--- src/rtl/ct_result_collector.sv ---
// ct_result_collector: captures the four result beats of a 2x2 convolution
// job, presents them as a registered matrix with its unsigned max-pool value,
// and holds them under a valid/ready handshake. Protocol faults (too few or
// too many beats, or a job that never finishes) park the block in ERR.
//
// state   | meaning
// --------+--------------------------------------------------------------
// IDLE    | waiting for en_ct; beats and ct_done ignored
// ARMED   | job started, waiting for the first beat; ct_done ignored
// COLLECT | capturing beats 2..4, waiting for ct_done
// HOLD    | result valid, waiting for res_ready
// ERR     | protocol error latched; only en_ct or reset leaves
module ct_result_collector #(
   parameter int DATA_W  = 8,
   parameter int TIMEOUT = 32
) (
   input  logic              clk,
   input  logic              reset,
   input  logic              en_ct,
   input  logic              ct_en_result,
   input  logic [DATA_W-1:0] ct_result,
   input  logic              ct_done,
   input  logic              res_ready,
   output logic [DATA_W-1:0] c_1_1,
   output logic [DATA_W-1:0] c_1_2,
   output logic [DATA_W-1:0] c_2_1,
   output logic [DATA_W-1:0] c_2_2,
   output logic [DATA_W-1:0] pool_max,
   output logic              res_valid,
   output logic              busy,
   output logic              rx_error,
   output logic [2:0]        rx_count
);

   localparam int TMR_W = $clog2(TIMEOUT + 1);

   typedef enum logic [2:0] {
      S_IDLE    = 3'd0,
      S_ARMED   = 3'd1,
      S_COLLECT = 3'd2,
      S_HOLD    = 3'd3,
      S_ERR     = 3'd4
   } state_t;

   state_t                       state_q, state_d;
   logic [2:0]                   rx_count_q, rx_count_d;
   logic [TMR_W-1:0]             tmr_q, tmr_d;
   logic [3:0][DATA_W-1:0]       shadow_q, shadow_d;
   logic [3:0][DATA_W-1:0]       mat_q, mat_d;
   logic [DATA_W-1:0]            pool_q, pool_d;

   logic [DATA_W-1:0]            max_01, max_23, max_all;
   logic                         tmr_tc;

   // Unsigned max over the shadow slots, used when the result is committed.
   always_comb begin
      max_01  = (shadow_q[0] >= shadow_q[1]) ? shadow_q[0] : shadow_q[1];
      max_23  = (shadow_q[2] >= shadow_q[3]) ? shadow_q[2] : shadow_q[3];
      max_all = (max_01 >= max_23) ? max_01 : max_23;
   end

   // Next-state, beat capture, result commit and timeout down-counter.
   always_comb begin
      state_d    = state_q;
      rx_count_d = rx_count_q;
      tmr_d      = tmr_q;
      shadow_d   = shadow_q;
      mat_d      = mat_q;
      pool_d     = pool_q;
      // Terminal count: this edge would be the TIMEOUT-th since arming.
      tmr_tc     = (tmr_q == TMR_W'(1));

      if (en_ct) begin
         state_d    = S_ARMED;
         rx_count_d = 3'd0;
         tmr_d      = TMR_W'(TIMEOUT);
      end else begin
         case (state_q)
            S_ARMED: begin
               tmr_d = tmr_q - TMR_W'(1);
               if (ct_en_result) begin
                  shadow_d[0] = ct_result;
                  rx_count_d  = 3'd1;
                  state_d     = S_COLLECT;
               end
               if (tmr_tc) state_d = S_ERR;
            end
            S_COLLECT: begin
               tmr_d = tmr_q - TMR_W'(1);
               if (ct_done) begin
                  if (ct_en_result || (rx_count_q != 3'd4)) begin
                     state_d = S_ERR;
                  end else begin
                     state_d = S_HOLD;
                     mat_d   = shadow_q;
                     pool_d  = max_all;
                  end
               end else if (ct_en_result) begin
                  if (rx_count_q == 3'd4) begin
                     state_d = S_ERR;
                  end else begin
                     shadow_d[rx_count_q[1:0]] = ct_result;
                     rx_count_d                = rx_count_q + 3'd1;
                  end
               end
               // A commit on the terminal edge still wins over the timeout.
               if (tmr_tc && (state_d != S_HOLD)) state_d = S_ERR;
            end
            S_HOLD: begin
               if (res_ready) state_d = S_IDLE;
            end
            default: begin
            end
         endcase
      end
   end

   // State and datapath registers, cleared asynchronously.
   always_ff @(posedge clk or negedge reset) begin
      if (!reset) begin
         state_q    <= S_IDLE;
         rx_count_q <= 3'd0;
         tmr_q      <= '0;
         shadow_q   <= '0;
         mat_q      <= '0;
         pool_q     <= '0;
      end else begin
         state_q    <= state_d;
         rx_count_q <= rx_count_d;
         tmr_q      <= tmr_d;
         shadow_q   <= shadow_d;
         mat_q      <= mat_d;
         pool_q     <= pool_d;
      end
   end

   assign c_1_1     = mat_q[0];
   assign c_1_2     = mat_q[1];
   assign c_2_1     = mat_q[2];
   assign c_2_2     = mat_q[3];
   assign pool_max  = pool_q;
   assign rx_count  = rx_count_q;
   assign res_valid = (state_q == S_HOLD);
   assign busy      = (state_q == S_ARMED) || (state_q == S_COLLECT);
   assign rx_error  = (state_q == S_ERR);

endmodule

--- config.mk ---
export PLATFORM = sky130hd
export DESIGN_NAME = ct_result_collector
export DESIGN_NICKNAME = d
export VERILOG_FILES = /design/src/rtl/ct_result_collector.sv
export SDC_FILE = /design/constraint.sdc
export NUM_CORES = 1
export LEC_CHECK = 0
export BUFFER_PORTS_ARGS = -buffer_cell sky130_fd_sc_hd__buf_2
export CAP_MARGIN = 20
export CELL_PAD_IN_SITES_DETAIL_PLACEMENT = 2
export CELL_PAD_IN_SITES_GLOBAL_PLACEMENT = 2
export CORE_AREA = 2 2 92 138
export DETAILED_ROUTE_END_ITERATION = 8
export DIE_AREA = 0 0 94 140
export PLACE_DENSITY_LB_ADDON = 0.3
export SYNTH_ARGS = -nofsm -noshare
export SYNTH_HDL_FRONTEND = slang
export SYNTH_SLANG_ARGS = --single-unit
--- constraint.sdc ---
create_clock -name clk -period 3.6 [get_ports clk]
set_input_delay 0.54 -clock clk [delete_from_list [all_inputs] [get_ports clk]]
set_output_delay 0.54 -clock clk [all_outputs]
set_load 0.03 [all_outputs]
Word level (Yosys, flattened, before mapping)
Index checks and enable logic that the tools add are counted. Widths: inputs -> output; s select.

Memories: 0. Memory bits (writable): 0. Bits in read-only memories: 0. Bits in latches: 0. Register bits: 84. Logic and storage cells: 86.

Bitwise operators: 4. Multipliers: 0. Div/mod/pow operators: 0. Equal/unequal tests: 18. Shift-type cells: 0. Add/sub/neg operators: 2. Order comparisons: 5. Mux-type cells: 31. Reduce and logical (&&, ||, !) cells: 14.

Operators with widths (number): $mux 8 (8); $mux 3 (16); $bwmux 32 (1); $ge 8x8->1 (3); $ne 3x3->1 const B (6); $demux 8 s2 (1); $pmux 8 s2 (1); $mux 6 (2); $reduce_and 5->1 (2); $pmux 3 s3 (1); $ne 2x2->1 const B (4); $eq 3x2->1 const B (2); $eq 3x3->1 const B (2); $eq 6x1->1 const B (1); $pmux 3 s2 (1); $reduce_and 6->1 (1); $sub 6x1->6 const B (1); $ne 4x4->1 const B (1); $not 1->1 (4); $reduce_and 4->1 (1); $reduce_bool 2->1 (2); $reduce_bool 4->1 (1); $add 3x1->3 const B (1); $eq 3x1->1 const B (1); other kinds (8) (10).

Depth between registers and ports, before layout
Gate-level depths: netlist (run 1).

Word-level depth: 11. Mapped depth: 14. Mapped depth without buffers: 14.

Least setup slack after synthesis (run 1)
OpenSTA, ideal clock, no wires.

Path type: reg2reg. From: register shadow_q[23] in the netlist's numbering. To: register pool_q[2], in the netlist pool_max[2]. Buffers on the path: 0. Library setup time: 0.076 ns. Setup slack: 0.304 ns. Clock period less this slack: 3.296 ns. Cell stages (with the launch flop): 12. Data arrival time: 3.219 ns. Cells stage by stage: dfrtp_1 > ha_1 > nand4_1 > o31ai_4 > mux2_2 > ha_1 > nor2b_1 > o21ai_0 > a41oi_1 > o21ai_1 > mux2_2 > o21ai_1.

Longest elaborated chain between the ends: 4.

Ends and longest elaborated chain: start: declaration (line 48) `logic [3:0][DATA_W-1:0] shadow_q, shadow_d;`; start signal: assignment (line 131) `shadow_q <= shadow_d;`; $ge 8x8->1 (line 58) `max_23 = (shadow_q[2] >= shadow_q[3]) ? shadow_q[2] : shadow_q[3];`; $mux 8 * (line 58); $ge 8x8->1 (line 59) `max_all = (max_01 >= max_23) ? max_01 : max_23;`; $mux 8 * (line 59); end signal: assignment (line 133) `pool_q <= pool_d;`; end: declaration (line 50) `logic [DATA_W-1:0] pool_q, pool_d;`.

Every way passes the cells marked *; elsewhere a longest branch is shown, timed or not. A chain may end at the register's enable or synchronous reset.

Worst setup path after layout (run 1)
From: register shadow_q[0] in the netlist's numbering. To: register pool_q[4], in the netlist pool_max[4].

Longest elaborated chain between the ends: 4.

Ends and longest elaborated chain: $ge 8x8->1 (line 57) `max_01 = (shadow_q[0] >= shadow_q[1]) ? shadow_q[0] : shadow_q[1];`; $mux 8 * (line 57); $ge 8x8->1 (line 59); $mux 8 * (line 59).

Marked as above.

==> run_results.csv, run 1 <==
group,metric,value,unit
synth,yosysTopAreaCellShare,0.484,
pwr,power_frac_comb,0.390,
synth,synth_edf_count,0,
routing,post_drt_wl_per_cell,18.5,microns
pwr,switchingPower,1160,uW
critical_path,critPathMaxStageDelay,460,ps
cts,cts_max_level,3,
finish,regArea,2100,sq um
synth,yosys_warnings,0,
sta,timing.final.ws_setup,159,ps
sta,timing.fmax,291,MHz
finish,final_cells,633,
floorplanning,dieArea,13200,sq um
synth,syn_area,4340,sq um
synth,async_reset_ff_frac,1.00,
global_routing,antenna_found_initial,0,
global_routing,grt_pass1_wl,19100,microns
routing,firstDrtPassIters,4,
sta,setup-tns-final,0,ps
pwr,p_leak,0.00273,uW
synth,netlist_instances,406,
routing,viasPerCell,5.12,
sta,fin_skew,4.87,ps
floorplanning,io_pins,60,
cts,insertion_delay,340,ps
pwr,power_frac_seq,0.343,
routing,vias,3242,
sta,tightestPinTransition,635,ps
synth,syn_area_per_cell,10.7,sq um
sta,fin_crit_sh,0.956,
synth,synth-seq-cells,84,
sta,slew-limit-headroom,0.577,
cts,cts_tree,"built",
placement,portBuffers,59,
finish,layout-drive-gt1-share,0.302,
global_routing,first_global_vias,3671,
run_status,status,"completed",
routing,drcViolationCount,0,
routing,drtAntennaViolNets,0,
synth,ys.flop_type,"dfrtp_1",
synth,synth.distinct_cells,46,
floorplanning,initial_utilization,0.363,
cts,clockRootBuffer,"clkbuf_16",
synth,synth_nets,450,
synth,yosysMostFrequentCell,"nand2_1",
job,drv_cap,0,
critical_path,reg2reg_depth,15,
critical_path,worstPathCellList,"inv_1 > ha_1 > nand2b_1 > a2111oi_4 > o31ai_4 > mux2i_2 > inv_1 > ha_1 > nand2_1 > o21ai_2 > a41oi_1 > o21ai_1 > buf_4 > mux2_2 > o21ai_2",
hold_path,min_path_type,"in2async",
routing,drt_iter0_drc,115,
critical_path,crit_fanout,5,
placement,place_congestion,0.753,
critical_path,cp_slowest_cell,"a2111oi_4",
floorplanning,rows,49,
finish,num_antenna_cells,0,
pwr,p_clk_frac,0.266,
pwr,vdd_drop_max,269,uV
finish,nFillCells,1286,
cts,cts_num_sinks,84,
critical_path,cp.required,3870,ps
cts,clock_path_buffers,2,
routing,wirelength,11700,microns
cts,cts-buffers-inserted,9,
sta,min_period,3440,ps
floorplanning,die_h,140,microns
critical_path,start_kind,"register",
global_routing,grt_max_degree,85,
synth,synth.yosys.seq_area_share,0.484,
global_routing,grt.total_usage,0.190,
finish,utilization,0.436,
pwr,p_int,2210,uW
sta,slew_viol_final,0,
placement,dp_hpwl,8290,microns
pwr,netSwitchingFraction,0.344,
placement,dp_slack,-5.78,ps
synth,synth_area_leaders,"dfrtp_1, ha_1, mux2_2",
sta,setup_viol,0,
floorplanning,die_w,94,microns
finish,fin_nets,521,
placement,dp_cells,614,
synth,synth_area_leader_cell,"dfrtp_1",
finish,area_growth,20.0,%
floorplanning,coreArea,12000,sq um
pwr,power.density,647,nW/um^2
critical_path,endpoint_kind,"register",
critical_path,criticalPathCategory,"reg2reg",
synth,synth_commonest_cells,"nand2_1, dfrtp_1, mux2_2",
global_routing,overflow,0,
cts,clk_pin_slew,60,ps
sta,hold_viol_final,0,
finish,multiInputGateArea,2100,sq um
critical_path,cp_data_arrival_time,3710,ps
sta,hold_slack,51.4,ps
metal layers:
metal | global-route usage | part of all wire | vias up
li1 | - | - | 1511
met1 | 0.214 | 0.39 | 1672
met2 | 0.356 | 0.57 | 47
met3 | 0.0296 | 0.027 | 12
met4 | 0.0686 | 0.018 | 0
met5 | 0 | 0 | -
state kept, by name, indices dropped and copies added, names as in the netlist:
name      flops
c_1_1         8
c_1_2         8
c_2_1         8
c_2_2         8
pool_max      8
rx_count      3
shadow_q     32
state_q       3
tmr_q         6
layout by cell type, fill, tap and decap left out, types with 3 or more instances in the layout:
cell        n
mux2_4      8
nand2_1    85
nor2_1     13
buf_4      14
o21ai_1     7
xor2_1      3
mux2i_2     3
buf_2      58
dfrtp_1    84
inv_1      31
xnor2_1     3
mux2_2     32
ha_1       29
a21oi_1    10
clkbuf_16   9
o21a_1      5
o21ai_0    20
nor3_1      5
mux2i_1    13
worst max-delay path: cells and delay by family, from the launching register on:
family,cells,cell delay (ps)
flip-flops,1,380
AO/OA/AOI/OAI,6,1230
buffers and inverters,3,320
multiplexers,2,610
adder cells (fa/ha/maj),2,580
AND/OR/NAND/NOR,2,250
logic make-up after synthesis:
logic type / count (synthesis) / synth area share
AO/OA/AOI/OAI: 60 / 0.0948
XOR/XNOR: 6 / 0.0121
adder cells (fa/ha/maj): 30 / 0.0864
buffers and inverters: 44 / 0.0435
flip-flops: 84 / 0.484
multiplexers: 56 / 0.148
AND/OR/NAND/NOR: 126 / 0.132
worst paths after layout:
path	startpoint	endpoint	slack [ps]
setup / recovery	shadow_q[0]$_DFFE_PN0P_	pool_max[4]$_DFFE_PN0P_	160
hold / removal	reset	c_2_1[0]$_DFFE_PN0P_	50
setup reg to reg	shadow_q[0]$_DFFE_PN0P_	pool_max[4]$_DFFE_PN0P_	160
hold reg to reg	c_1_2[0]$_DFFE_PN0P_	c_1_2[0]$_DFFE_PN0P_	470
max in group asynchronous	reset	shadow_q[28]$_DFFE_PN0P_	2930
min in group clk	c_1_2[0]$_DFFE_PN0P_	c_1_2[0]$_DFFE_PN0P_	470
power by group through the flow:
stage,sequential [uW],combinational (uW),clock [uW]
after floorplan,1160,809,0
after global placement,1170,1130,0
after detailed placement,1170,1180,0
after CTS,1160,1220,930
after global routing,1170,1460,971
final,1160,1320,898
metrics by stage:
stage / area, sq um / power [uW]
finish: 5210 / 3370
global route: 5210 / 3600
CTS: 5120 / 3310
detailed placement: 4830 / 2350
global placement: 4830 / 2300
floorplan: 4340 / 1970
layout make-up:
cell class	instances	share of cell area
repair buffers	73	0.0812
flip-flops and latches	84	0.403
clock inverters	3	0.00768
multi-input cells	278	0.404
well taps	153	0.0367
clock buffers	11	0.0447
inverters	31	0.0223
repair_timing:
action,4_1_cts,5_1_grt
pin swaps,1,4
resized for setup,2,8
setup buffers,0,4
endpoints found under the setup margin,7,8
hold buffers,0,0
No activity file was read; power rests on OpenSTA's default activity.
==> run 2: changes to the inputs <==
Settings changed: CORE_AREA 2 2 92 138 to 2 2 96 144, DIE_AREA 0 0 94 140 to 0 0 98 146, PLACE_DENSITY_LB_ADDON 0.3 to 0.05.
Clock period 3.6 ns to 2.75 ns, I/O delays scaled along.
==> run 2 against run 1 <==
Net effect:
- the flow now finishes with violations (negative setup slack)
- flip-flop and latch count unchanged
- cell count up 13%
- non-clock buffer count up 72
- setup slack got worse by 690 ps
- clock-buffer cell count is the same
- clock power increased by 28%
- total power grew 64%
- via count rose by 11%
- critical path depth fell by 1
- first-iteration DRC count fell by 52%
- register-to-register slack lost 690 ps
- sequential share of layout area is 6.1 points lower
- critical path type unchanged
- critical endpoint is now pool_max[2]$_DFFE_PN0P_
- largest cell class unchanged
- largest power group unchanged
- highest routed layer unchanged
==> run_results.csv, run 2 (synthesis results as in run 1) <==
group,metric,value,unit
sta,fin_crit_sh,1.19,
floorplanning,rows,51,
sta,min_period,3280,ps
floorplanning,die_w,98,microns
critical_path,cp_data_arrival_time,3540,ps
critical_path,crit_fanout,7,
critical_path,cp_num_cells,14,
finish,largest_reg_flops,32,
run_status,violations,"negative setup slack",
cts,cts-buffers-inserted,9,
finish,nFillCells,1390,
routing,drcViolationCount,0,
pwr,p_leak,0.00311,uW
run_status,status,"finished with violations",
placement,placed_area,5470,sq um
sta,fin_skew,10.5,ps
pwr,switchingPower,2010,uW
sta,setup-tns-final,-4010,ps
routing,firstDrtPassIters,4,
floorplanning,io_pins,60,
floorplanning,dieArea,14300,sq um
floorplanning,initial_utilization,0.335,
finish,fin_nets,594,
placement,portBuffers,59,
placement,dp_hpwl,10100,microns
pwr,power,5540,uW
placement,dp_slack,-610,ps
critical_path,critical-path-top-delay-family,"compound AO/OA/AOI/OAI gates",
pwr,p_int,3530,uW
hold_path,min_path_type,"in2async",
finish,layout_common_cells,"dfrtp_1, nand2_1, buf_4, buf_2",
critical_path,worstPathCellList,"inv_2 > ha_4 > nand2b_4 > a2111oi_4 > o31ai_4 > buf_12 > mux2i_2 > ha_4 > nor2b_2 > o21ai_2 > a41oi_4 > o21ai_4 > mux2_4 > o21ai_2",
placement,place_congestion,0.746,
routing,vias,3598,
sta,slew-limit-headroom,0.600,
sta,setup_viol,8,
finish,final_common_cell,"dfrtp_1",
global_routing,antenna_found_initial,0,
cts,clk_pin_slew,70,ps
sta,hold_viol_final,0,
cts,insertion_delay,350,ps
cts,clockRootBuffer,"clkbuf_16",
finish,layout-drive-gt1-share,0.469,
sta,tightestPinTransition,600,ps
global_routing,overflow,0,
pwr,vdd_drop_max,373,uV
finish,largest-register,"shadow_q",
cts,cts_num_sinks,84,
routing,post_drt_wl_per_cell,20.8,microns
critical_path,criticalPathCategory,"reg2reg",
cts,cts_tree,"built",
critical_path,endpoint_kind,"register",
global_routing,grt_pass1_wl,22200,microns
critical_path,r2r_slack,-530,ps
routing,viasPerCell,5.05,
routing,drtAntennaViolNets,0,
cts,cts_hold_buf,0,
pwr,power.density,902,nW/um^2
global_routing,first_global_vias,4080,
critical_path,reg2reg_from,"shadow_q[0]$_DFFE_PN0P_",
critical_path,endpoint,"pool_max[2]$_DFFE_PN0P_",
floorplanning,coreArea,13000,sq um
critical_path,cp_slowest_cell,"a2111oi_4",
finish,multiInputGateArea,2460,sq um
routing,wirelength,14900,microns
pwr,netSwitchingFraction,0.362,
pwr,p_clk_frac,0.208,
sta,grt_setup_unrepaired,"yes",
cts,clock_path_buffers,2,
sta,timing.final.ws_setup,-528,ps
finish,area_growth,41.5,%
job,drv_cap,0,
critical_path,cp_num_buf_inv,2,
finish,num_antenna_cells,0,
pwr,power_frac_comb,0.524,
critical_path,startpoint,"shadow_q[0]$_DFFE_PN0P_",
floorplanning,die_h,146,microns
sta,timing.fmax,305,MHz
critical_path,start_kind,"register",
sta,slew_viol_final,0,
global_routing,grt.total_usage,0.200,
cts,cts_max_level,3,
routing,drt_iter0_drc,55,
pwr,power_frac_seq,0.268,
critical_path,cp.required,3020,ps
critical_path,timing.rr.end,"pool_max[2]$_DFFE_PN0P_",
finish,regArea,2100,sq um
critical_path,reg2reg_depth,14,
critical_path,critPathMaxStageDelay,420,ps
global_routing,grt_max_degree,58,
finish,fin_area,6140,sq um
## run 2: cell types whose count changed in the layout (fill, tap and decap cells not counted), moves of 8 or more
| cell | delta |
|---|---|
| buf_4 | +67 |
| ha_1 | -11 |
| ha_4 | +11 |
| mux2i_1 | -10 |
| mux2_2 | -8 |
| mux2_4 | +8 |
## run 2: how the worst min path moves through the flow
stage	to	depth (start not counted)
floorplan	c_1_1[0]$_DFFE_PN0P_	0
finish	c_2_2[7]$_DFFE_PN0P_	1
global route	c_2_2[7]$_DFFE_PN0P_	1
CTS	c_2_2[7]$_DFFE_PN0P_	1
global placement	c_2_2[7]$_DFFE_PN0P_	1
detailed placement	c_2_2[7]$_DFFE_PN0P_	1
## run 2: final cells by class
cell class | count | share of cell area
flip-flops and latches | 84 | 0.342
repair buffers | 145 | 0.162
multi-input cells | 279 | 0.400
clock buffers | 11 | 0.0411
inverters | 31 | 0.0189
clock inverters | 4 | 0.00407
well taps | 159 | 0.0324
## run 2: power groups by stage
stage / Clock (uW) / Sequential (uW) / Combinational [uW]
4_1_cts: 1190 / 1470 / 2520
6_report: 1150 / 1480 / 2910
2_1_floorplan: 0 / 1520 / 1260
5_1_grt: 1240 / 1500 / 3100
3_3_place_gp: 0 / 1480 / 1970
3_5_place_dp: 0 / 1500 / 2050
## run 2: what timing repair did
item / CTS / global route
buffers inserted: 6 / 5
endpoints found under the setup margin: 8 / 8
gates resized for setup: 31 / 26
gates cloned: 1 / 0
pin swaps: 16 / 13
## run 2: layer usage
metal / wire length [microns] / track usage / part of all wire / up-vias
met1: 5380 / 0.211 / 0.36 / 1851
met4: 523 / 0.0986 / 0.035 / 0
li1: - / - / - / 1665
met3: 382 / 0.0355 / 0.026 / 22
met5: 0 / 0 / 0 / -
met2: 8580 / 0.373 / 0.58 / 60
## run 2: per-stage QoR
stage | hold WS, ps | std cells | utilization
floorplan | 117 | 406 | -
global placement | 446 | 688 | 0.422
detailed placement | 455 | 688 | 0.422
CTS | 88.5 | 708 | 0.460
global route | 99.3 | 713 | 0.474
finish | 65.8 | 713 | 0.474
